### config.mk
export PLATFORM = sky130hd
export DESIGN_NAME = div_unit
export DESIGN_NICKNAME = d
export VERILOG_FILES = /design/src/rtl/div_unit.sv
export SDC_FILE = /design/constraint.sdc
export NUM_CORES = 1
export LEC_CHECK = 0
export ABC_CLOCK_PERIOD_IN_PS = 5000
export CORE_MARGIN = 8
export CORE_UTILIZATION = 50
export DETAILED_ROUTE_END_ITERATION = 10
export HOLD_SLACK_MARGIN = 0.08
export MAX_ROUTING_LAYER = met4
export PLACE_DENSITY = 0.73
export SLEW_MARGIN = 5
export SYNTH_ARGS = -nofsm -noshare
export SYNTH_HDL_FRONTEND = slang
export SYNTH_SLANG_ARGS = --single-unit
export TNS_END_PERCENT = 20
### constraint.sdc
create_clock -name clk -period 5 [get_ports clk]
set_clock_uncertainty 0.1 [all_clocks]
set_input_delay 1 -clock clk [delete_from_list [all_inputs] [get_ports clk]]
set_output_delay 1 -clock clk [all_outputs]
set_load 0.01 [all_outputs]
### src/rtl/div_unit.sv
// Radix-2 restoring divider for DIV/DIVU; result {rem,quo} 33 edges after accept (1 edge for /0).
// No backpressure: start_i is a level request held until ready_o, result holds while start_i stays high.
module div_unit #(
  parameter int DATA_W = 32,
  parameter int CNT_W  = 6
) (
  input  logic                clk,
  input  logic                rst,
  input  logic                signed_div_i,
  input  logic [DATA_W-1:0]   opdata1_i,
  input  logic [DATA_W-1:0]   opdata2_i,
  input  logic                start_i,
  input  logic                annul_i,
  output logic [2*DATA_W-1:0] result_o,
  output logic                ready_o
);

  typedef enum logic [1:0] {
    S_FREE   = 2'd0,
    S_BYZERO = 2'd1,
    S_ON     = 2'd2,
    S_END    = 2'd3
  } state_t;

  state_t            state;
  logic [CNT_W-1:0]  cnt;
  logic [DATA_W-1:0] rem;
  logic [DATA_W-1:0] quo;
  logic [DATA_W-1:0] divisor;
  logic              sign_q;
  logic              sign_r;

  logic [DATA_W-1:0] a_mag;
  logic [DATA_W-1:0] b_mag;
  logic [DATA_W:0]   rem_sh;
  logic [DATA_W:0]   trial;
  logic              ge;
  logic [DATA_W-1:0] rem_nx;
  logic [DATA_W-1:0] quo_nx;
  logic [DATA_W-1:0] quo_fix;
  logic [DATA_W-1:0] rem_fix;
  logic              last_iter;

  // Operand magnitudes; 0x80000000 negates to itself and is then treated as unsigned.
  always_comb begin
    a_mag = (signed_div_i && opdata1_i[DATA_W-1]) ? -opdata1_i : opdata1_i;
    b_mag = (signed_div_i && opdata2_i[DATA_W-1]) ? -opdata2_i : opdata2_i;
  end

  // One restoring step: rem < divisor holds, so a non-negative trial always fits DATA_W bits.
  always_comb begin
    rem_sh = {rem, quo[DATA_W-1]};
    trial  = rem_sh - {1'b0, divisor};
    ge     = ~trial[DATA_W];
    rem_nx = ge ? trial[DATA_W-1:0] : rem_sh[DATA_W-1:0];
    quo_nx = {quo[DATA_W-2:0], ge};
  end

  always_comb begin
    quo_fix   = sign_q ? -quo : quo;
    rem_fix   = sign_r ? -rem : rem;
    last_iter = (cnt == CNT_W'(DATA_W));
  end

  always_ff @(posedge clk) begin
    if (rst) begin
      state    <= S_FREE;
      cnt      <= '0;
      rem      <= '0;
      quo      <= '0;
      divisor  <= '0;
      sign_q   <= 1'b0;
      sign_r   <= 1'b0;
      result_o <= '0;
      ready_o  <= 1'b0;
    end else begin
      case (state)
        S_FREE: begin
          result_o <= '0;
          ready_o  <= 1'b0;
          if (start_i && !annul_i) begin
            if (opdata2_i == '0) begin
              state <= S_BYZERO;
            end else begin
              state   <= S_ON;
              cnt     <= '0;
              rem     <= '0;
              quo     <= a_mag;
              divisor <= b_mag;
              sign_q  <= signed_div_i & (opdata1_i[DATA_W-1] ^ opdata2_i[DATA_W-1]);
              sign_r  <= signed_div_i & opdata1_i[DATA_W-1];
            end
          end
        end

        S_BYZERO: begin
          if (annul_i) begin
            state    <= S_FREE;
            result_o <= '0;
            ready_o  <= 1'b0;
          end else begin
            state    <= S_END;
            result_o <= '0;
            ready_o  <= 1'b1;
          end
        end

        S_ON: begin
          if (annul_i) begin
            state    <= S_FREE;
            cnt      <= '0;
            result_o <= '0;
            ready_o  <= 1'b0;
          end else if (last_iter) begin
            state    <= S_END;
            result_o <= {rem_fix, quo_fix};
            ready_o  <= 1'b1;
          end else begin
            rem <= rem_nx;
            quo <= quo_nx;
            cnt <= cnt + CNT_W'(1);
          end
        end

        S_END: begin
          if (annul_i || !start_i) begin
            state    <= S_FREE;
            cnt      <= '0;
            result_o <= '0;
            ready_o  <= 1'b0;
          end
        end

        default: begin
          state    <= S_FREE;
          result_o <= '0;
          ready_o  <= 1'b0;
        end
      endcase
    end
  end

endmodule
* Word-level counts from Yosys, hierarchy flattened *
Index checks and enable logic that the tools add are counted.
W data, S select, Z words.

word-level totals
  flip-flop bits (word level) = 171
  bits of input ports = 69
  output and inout bits = 65
  word-level logic and storage cells = 84

cells by class
  mux-type cells = 37
  add/sub/neg operators = 6
  reductions and logical operators = 16
  eq/ne operators = 11
  bitwise logic cells = 5

operator list
  cell                   count
  $mux W32               13
  $mux W64               3
  $pmux W64 S3           1
  $neg A32 Y32           4
  $pmux W32 S2           2
  $sub A33 B32 Y33       1
  $logic_not A32 Y1      1
  $mux W6                5
  $pmux W6 S3            1
  $mux W2                6
  $ne A2 B2 Y1 const B   5
  $reduce_and A5 Y1      2
  $pmux W2 S4            1
  $add A6 B1 Y6 const B  1
  $eq A6 B6 Y1 const B   1
  $ne A3 B3 Y1 const B   2
  $reduce_and A3 Y1      2
  $eq A2 B2 Y1 const B   2
  $mux W1                4
  $pmux W1 S4            1
  $logic_and A1 B1 Y1    3
  $reduce_bool A3 Y1     1
  $and A1 B1 Y1          2
  $eq A2 B1 Y1 const B   1
  8 further kinds        10

* Depth between registers and ports, before layout *
Gate-level depths: netlist (run 1).

  depth in word-level cells = 5
  depth in mapped cells = 13
  gate-level depth less buffers = 11

* Least setup slack after synthesis (run 1) *
OpenSTA, ideal clock, no wires.

  kind = input-to-reg
  from = in opdata2_i[6]
  to = reg divisor[29]
  library setup time = 0.086 ns
  setup slack = 1.915 ns
  cell stages on the path = 7
  data arrival time = 2.899 ns
  path through = or4_1 > nor4_1 > nand3b_1 > or2_2 > o41ai_2 > xor2_1 > a211oi_1

between the ends
  longest elaborated chain between the ends = 3

ends and longest elaborated chain
  what                                                                  line  text
  from (decl)                                                           11    input logic [DATA_W-1:0] opdata2_i,
  parallel branches: the longest is 3 deep, another holds $neg A32 Y32  -
  to (signal assigned)                                                  89    divisor <= b_mag;
  to (decl)                                                             29    logic [DATA_W-1:0] divisor;

Several ways; the timed one is not identified.
A chain may end at the register's enable or synchronous reset.

* Worst setup path in the final report (run 1) *
  from = in opdata2_i[19]
  to = reg rem[2]

between the ends
  longest elaborated chain between the ends = 3

ends and longest elaborated chain
  what                                line  text
  $logic_not A32 Y1                   82    if (opdata2_i == '0) begin
  $ne A2 B2 Y1 (no source line)       -
  $reduce_and A5 Y1 (no source line)  -
  to (signal assigned)                119   rem <= rem_nx;
  to (decl)                           27    logic [DATA_W-1:0] rem;

No other way between the ends.

==> results.toml, run 1 <==
[synth]
synth_compound_area_share_pct = 26.1
ys_seq_elements = 171
yosys.area_share.simple_pct = 21.4
yosysWarnings = 0
synth-main-ff-cell = "dfxtp_1"
synth_adder_area_share_pct = 4.87
mappedNetlistArea_um2 = 11200
synth_most_common_cell = "nand2_1"
yosysTopAreaCell = "dfxtp_1"
synth_mux_area_share_pct = 0.268
syn_inst = 1471
synthArstFlopShare_pct = 0
synth_xor_area_share_pct = 11.6
avgSynthCellArea_um2 = 7.61
ys_types = 77
synth_top_family_by_area = "compound AO/OA/AOI/OAI gates"
yosysTopAreaCellShare_pct = 30.6
syn_nets = 1583
synthTopCellsByArea = "dfxtp_1, nand2_1, xnor2_1"
synth_commonest_cells = "nand2_1, dfxtp_1, nor2_1, a21oi_1, o21ai_0"
synth-edff-count = 0
synth_seq_area_share_pct = 30.6

[clock_network]
cts_setup_buffers = 0
clockRootBuffer = "clkbuf_16"
htree_levels = 4
cts_tree = "done"
clk_path_buf_depth = 2
clkSinkCount = 171
path_clk_slew_ns = 0.07
clock_latency_ns = 0.43
post_cts_resized = 0
cts_made_buffers = 17
hold_buffers = 0

[timing]
max_freq_mhz = 260
rsz0062_at_grt = "false"
fin_setup_tns_ns = 0
finalHoldViolCount = 0
fin_crit_ns = 3.85
worst_pin_slew_ns = 1.04
finalSetupViolations = 0
drv_slew = 0
fin_crit_sh_pct = 77.0
slew-limit-headroom_pct = 30.8
finalWorstSetupSlack_ns = 1.15

[finish]
fin_nets = 1667
fill_cells = 2067
layout-drive-gt1-share_pct = 5.42
syn_to_final_growth_pct = 18.6
diodes = 0

[placement]
post-place-ws_ns = 0.753
dp_hpwl_mm = 24.0
gp_congestion = 0.911
port_buffers = 133

[global_routing]
overflow = 0
antenna_found_initial = 0
grt_pass1_vias = 10100
grt_use_total_pct = 23.2
grt_max_degree = 72
grt_pass1_wl_mm = 52.7

[run_status]
status = "finished, final reports clean"

[floorplan]
num_rows = 54
io_pins = 134
start_util_pct = 51.1
dieHeight_um = 166
dieArea_um2 = 27400
core_area_um2 = 21900
die_w_um = 166

[drt]
routed_via_density = 5.85
wire_per_inst_um = 17.2
drc = 0
drt_iter0_drc = 729
via_count = 10800
drtPass1Iterations = 5
antenna_left = 0
routed_wl_mm = 31.7

[power_and_ir_drop]
leakage_uw = 0.00497
powerDensity_nw_per_um2 = 371
ir_drop_uv = 196

[critical_path]
crit_type = "in -> reg"
rrSetupSlack_ns = 1.24
cp_max_fo = 18
crit_path_start_kind = "input port"
cp.required_ns = 5.21
crit_path_end_kind = "flip-flop"
arrival_ns = 4.06

[hold_path]
hold_path_class = "reg -> reg"

[job]
maxCapViolations = 0
-- stage by stage --
step | hold slack (ns) | instance area (um^2) | utilization (%) | total power, uW | cells
floorplan | 0.332 | 11200 | - | 3120 | 1471
global placement | 0.338 | 12700 | 57.9 | 3580 | 1816
detailed placement | 0.344 | 12700 | 57.9 | 3600 | 1816
CTS | 0.355 | 13300 | 60.6 | 4940 | 1848
global route | 0.382 | 13300 | 60.6 | 5260 | 1848
finish | 0.353 | 13300 | 60.6 | 4930 | 1848
-- cells in the final DEF (no fill, tap or decap), types with 5 or more instances in the layout --
cell             Yosys  final
nand2_1            215    215
nand3_1             25     25
o211ai_1            13     13
inv_1               51     51
nor2_1             152    150
and2_1              11     11
a22oi_1             39     39
o221ai_1             9      9
nor2b_1              7      7
a221o_1             12     12
or4_1               11     11
a211oi_1            38     38
clkbuf_16            0     17
a21oi_1            119    119
dfxtp_1            171    171
ha_1                42     41
nand2b_1            13     13
a31oi_1              8      8
buf_4                4     20
o21a_1              10     10
or3_1               13     13
o21ai_0             93     93
nor4_1              13     13
a41oi_1              5      5
a21o_1              10     10
o31ai_1             15     15
xnor2_1             92     92
clkdlybuf4s50_1      0    132
nor3_1              24     24
nand4_1             14     14
o41ai_1             11     11
xor2_1              56     56
clkinv_8             0      5
a22o_1              20     20
and3_1               8      8
-- area by class of cell --
class	count	area [um^2]	area share [%]
well taps	280	350	2.64
inverters	52	195	1.47
flip-flops and latches	171	3420	25.8
clock inverters	15	178	1.34
multi-input cells	1161	7230	54.5
clock buffers	17	425	3.20
repair buffers	152	1470	11.1
-- path summary, 6_finish.rpt --
| path | startpoint | endpoint | cells past startpoint |
|---|---|---|---|
| worst max-delay path | opdata2_i[19] | rem[2] | 9 |
| worst min-delay path | result_o[0] | result_o[0] | 2 |
| worst max register to register | quo[31] | rem[28] | 11 |
| worst min register to register | result_o[0] | result_o[0] | 2 |
-- flip-flops by register name (all words and copies together), names as in the netlist --
signal / cells
cnt: 6
divisor: 32
quo: 32
ready_o: 1
rem: 32
result_o: 64
sign_q: 1
sign_r: 1
state: 2
-- worst max-delay path, cell delays in order --
cell	delay, ns
clkdlybuf4s50_1	0.46
or3_1	0.45
nor4_2	0.40
nand4_2	0.31
o21ai_2	0.35
nand2_1	0.11
nand2_1	0.50
nor2_1	0.11
a221o_1	0.36
-- logic make-up after synthesis --
group	Yosys count
buffers and inverters	139
adders and majority gates	43
and+or+nand+nor	529
xor gates and xnor gates	148
AOI/OAI and AO/OA	438
muxes	3
DFF	171
-- report_power, final --
group | internal, uW | switching [uW] | leakage, uW
Combinational | 734 | 1230 | 0.00330
Clock | 675 | 663 | 0.000289
Sequential | 1490 | 135 | 0.00139
Total | 2900 | 2030 | 0.00497
-- layer usage --
| metal | wire, um | global-route usage (%) | up-vias | part of all wire, % |
|---|---|---|---|---|
| met3 | 1990 | 3.81 | 32 | 6.3 |
| met4 | 426 | 5.80 | 0 | 1.3 |
| li1 | - | - | 5403 | - |
| met2 | 14200 | 35.3 | 353 | 45 |
| met5 | 0 | - | - | 0 |
| met1 | 15100 | 31.5 | 5022 | 48 |
(Power assumes the default switching activity.)
==> inputs of run 2 (changes only) <==
--- a/config.mk
+++ b/config.mk
@@ -5,7 +5,7 @@
 export SDC_FILE = /design/constraint.sdc
 export NUM_CORES = 1
 export LEC_CHECK = 0
-export ABC_CLOCK_PERIOD_IN_PS = 5000
+export ABC_CLOCK_PERIOD_IN_PS = 3750
 export CORE_MARGIN = 8
 export CORE_UTILIZATION = 50
 export DETAILED_ROUTE_END_ITERATION = 10
==> constraint.sdc (replaced) <==
create_clock -name clk -period 3.75 [get_ports clk]
set_clock_uncertainty 0.1 [all_clocks]
set_input_delay 0.75 -clock clk [delete_from_list [all_inputs] [get_ports clk]]
set_output_delay 0.75 -clock clk [all_outputs]
set_load 0.01 [all_outputs]
==> run 2 against run 1 <==
  * Clock-buffer cell count is the same
  * Final area grew 2.1%
  * Critical path depth grew 4
  * Non-clock buffer count grew 26
  * Sequential power grew 33%
  * Critical endpoint is now rem[14]
  * Global-route usage grew 0.12 points
  * Clock power grew 30%
  * Wire length grew 1.4%
  * Core utilization grew 1.2 points
  * Sequential cell count is the same
==> results.toml, run 2 (synthesized netlist as in run 1, its figures left out) <==
[clock_network]
htree_levels = 4
cts_made_buffers = 17
clk_path_buf_depth = 2
post_cts_resized = 0
cts_tree = "done"
clockRootBuffer = "clkbuf_16"
cts_setup_buffers = 0
path_clk_slew_ns = 0.07
clock_latency_ns = 0.44
hold_buffers = 0
clkSinkCount = 171

[finish]
register_area_um2 = 3420
multi_input_area_um2 = 7230
final_area_um2 = 13500
diodes = 0
largest_register_ff_count = 64
fin_nets = 1693
syn_to_final_growth_pct = 21.1
largest_register = "result_o"
layout-drive-gt1-share_pct = 6.96
fill_cells = 2024
final_cell_count_no_fill = 1874
final_common_cell = "nand2_1"
final_cell_mix = "nand2_1, dfxtp_1, nor2_1"

[critical_path]
cp.required_ns = 3.96
cp_max_fo = 33
crit_path_start_kind = "flip-flop"
arrival_ns = 3.53
crit_path_end_kind = "flip-flop"
crit_type = "reg -> reg"

[timing]
rsz0062_at_grt = "false"
max_freq_mhz = 301
finalSetupViolations = 0
slew-limit-headroom_pct = 39.9
timing.hold.ws_ns = 0.356
finalHoldViolCount = 0
fin_crit_sh_pct = 88.5
fin_setup_tns_ns = 0
drv_slew = 0
worst_pin_slew_ns = 0.901
fin_crit_ns = 3.32

[power_and_ir_drop]
leakage_uw = 0.00512
powerDensity_nw_per_um2 = 491
finalPower_uw = 6650
ir_drop_uv = 349

[global_routing]
grt_pass1_vias = 10200
grt_pass1_wl_mm = 52.6
grt_max_degree = 64
antenna_found_initial = 0
grt_use_total_pct = 23.3
overflow = 0

[floorplan]
num_rows = 54
core_area_um2 = 21900
io_pins = 134
dieHeight_um = 166
start_util_pct = 51.1
dieArea_um2 = 27400
die_w_um = 166

[run_status]
status = "finished, final reports clean"

[placement]
gp_congestion = 0.931
dpl_cell_area_um2 = 13000
placed_cells = 1842
dp_hpwl_mm = 24.9
port_buffers = 133

[drt]
drc = 0
drt_iter0_drc = 692
routed_wl_mm = 32.2
routed_via_density = 5.76
antenna_left = 0
wire_per_inst_um = 17.2
via_count = 10800
drtPass1Iterations = 6

[hold_path]
hold_path_class = "reg -> reg"

[job]
maxCapViolations = 0
run 2: cell count changes in the layout (fill, tap and decap cells not counted), moves of 2 or more:
cell / previous run / this run
buf_4: 20 / 38
buf_12: 0 / 8
clkinv_4: 4 / 0
clkinvlp_4: 1 / 4
clkinv_8: 5 / 3
inv_6: 1 / 3
run 2: final timing paths:
check / start / slack, ns / endpoint / depth (start not counted)
setup / recovery: quo[31] / 0.43 / rem[14] / 13
setup reg to reg: quo[31] / 0.43 / rem[14] / 13
hold / removal: result_o[32] / 0.36 / result_o[32] / 2
hold reg to reg: result_o[32] / 0.36 / result_o[32] / 2
run 2: area by class of cell:
type | instances | share of cell area, %
multi-input combinational | 1161 | 53.4
sequential | 171 | 25.3
tap | 280 | 2.59
clock inverter | 15 | 1.15
timing repair buffer | 178 | 13.0
clock buffer | 17 | 3.14
inverter | 52 | 1.44
run 2: worst max-delay path: stages, from the launching register on:
cell      delay [ns]
dfxtp_1         0.32
inv_1           0.08
ha_1            0.26
fa_1            0.41
nand2b_1        0.18
a21oi_1         0.28
o21ai_2         0.15
o21a_1          0.22
a31o_2          0.27
o31ai_4         0.21
buf_12          0.22
and2_1          0.16
buf_4           0.20
o221ai_1        0.12
run 2: through the flow:
stage               utilization (%)  worst slack, ns
floorplan                         -            0.769
global placement               59.2            0.158
detailed placement             59.2           0.0795
CTS                            61.9            0.418
global route                   61.9            0.255
finish                         61.9            0.430
run 2: report_power, final:
part	internal [uW]	switching, uW
Sequential	1990	181
Combinational	1080	1670
Clock	886	855
run 2: routing by layer:
metal,part of all wire [%],up-vias,track usage [%]
met3,4.5,30,3.88
met5,0,-,-
met2,45,277,35.8
met1,49,5015,31.3
li1,-,5476,-
met4,1.4,0,6.07
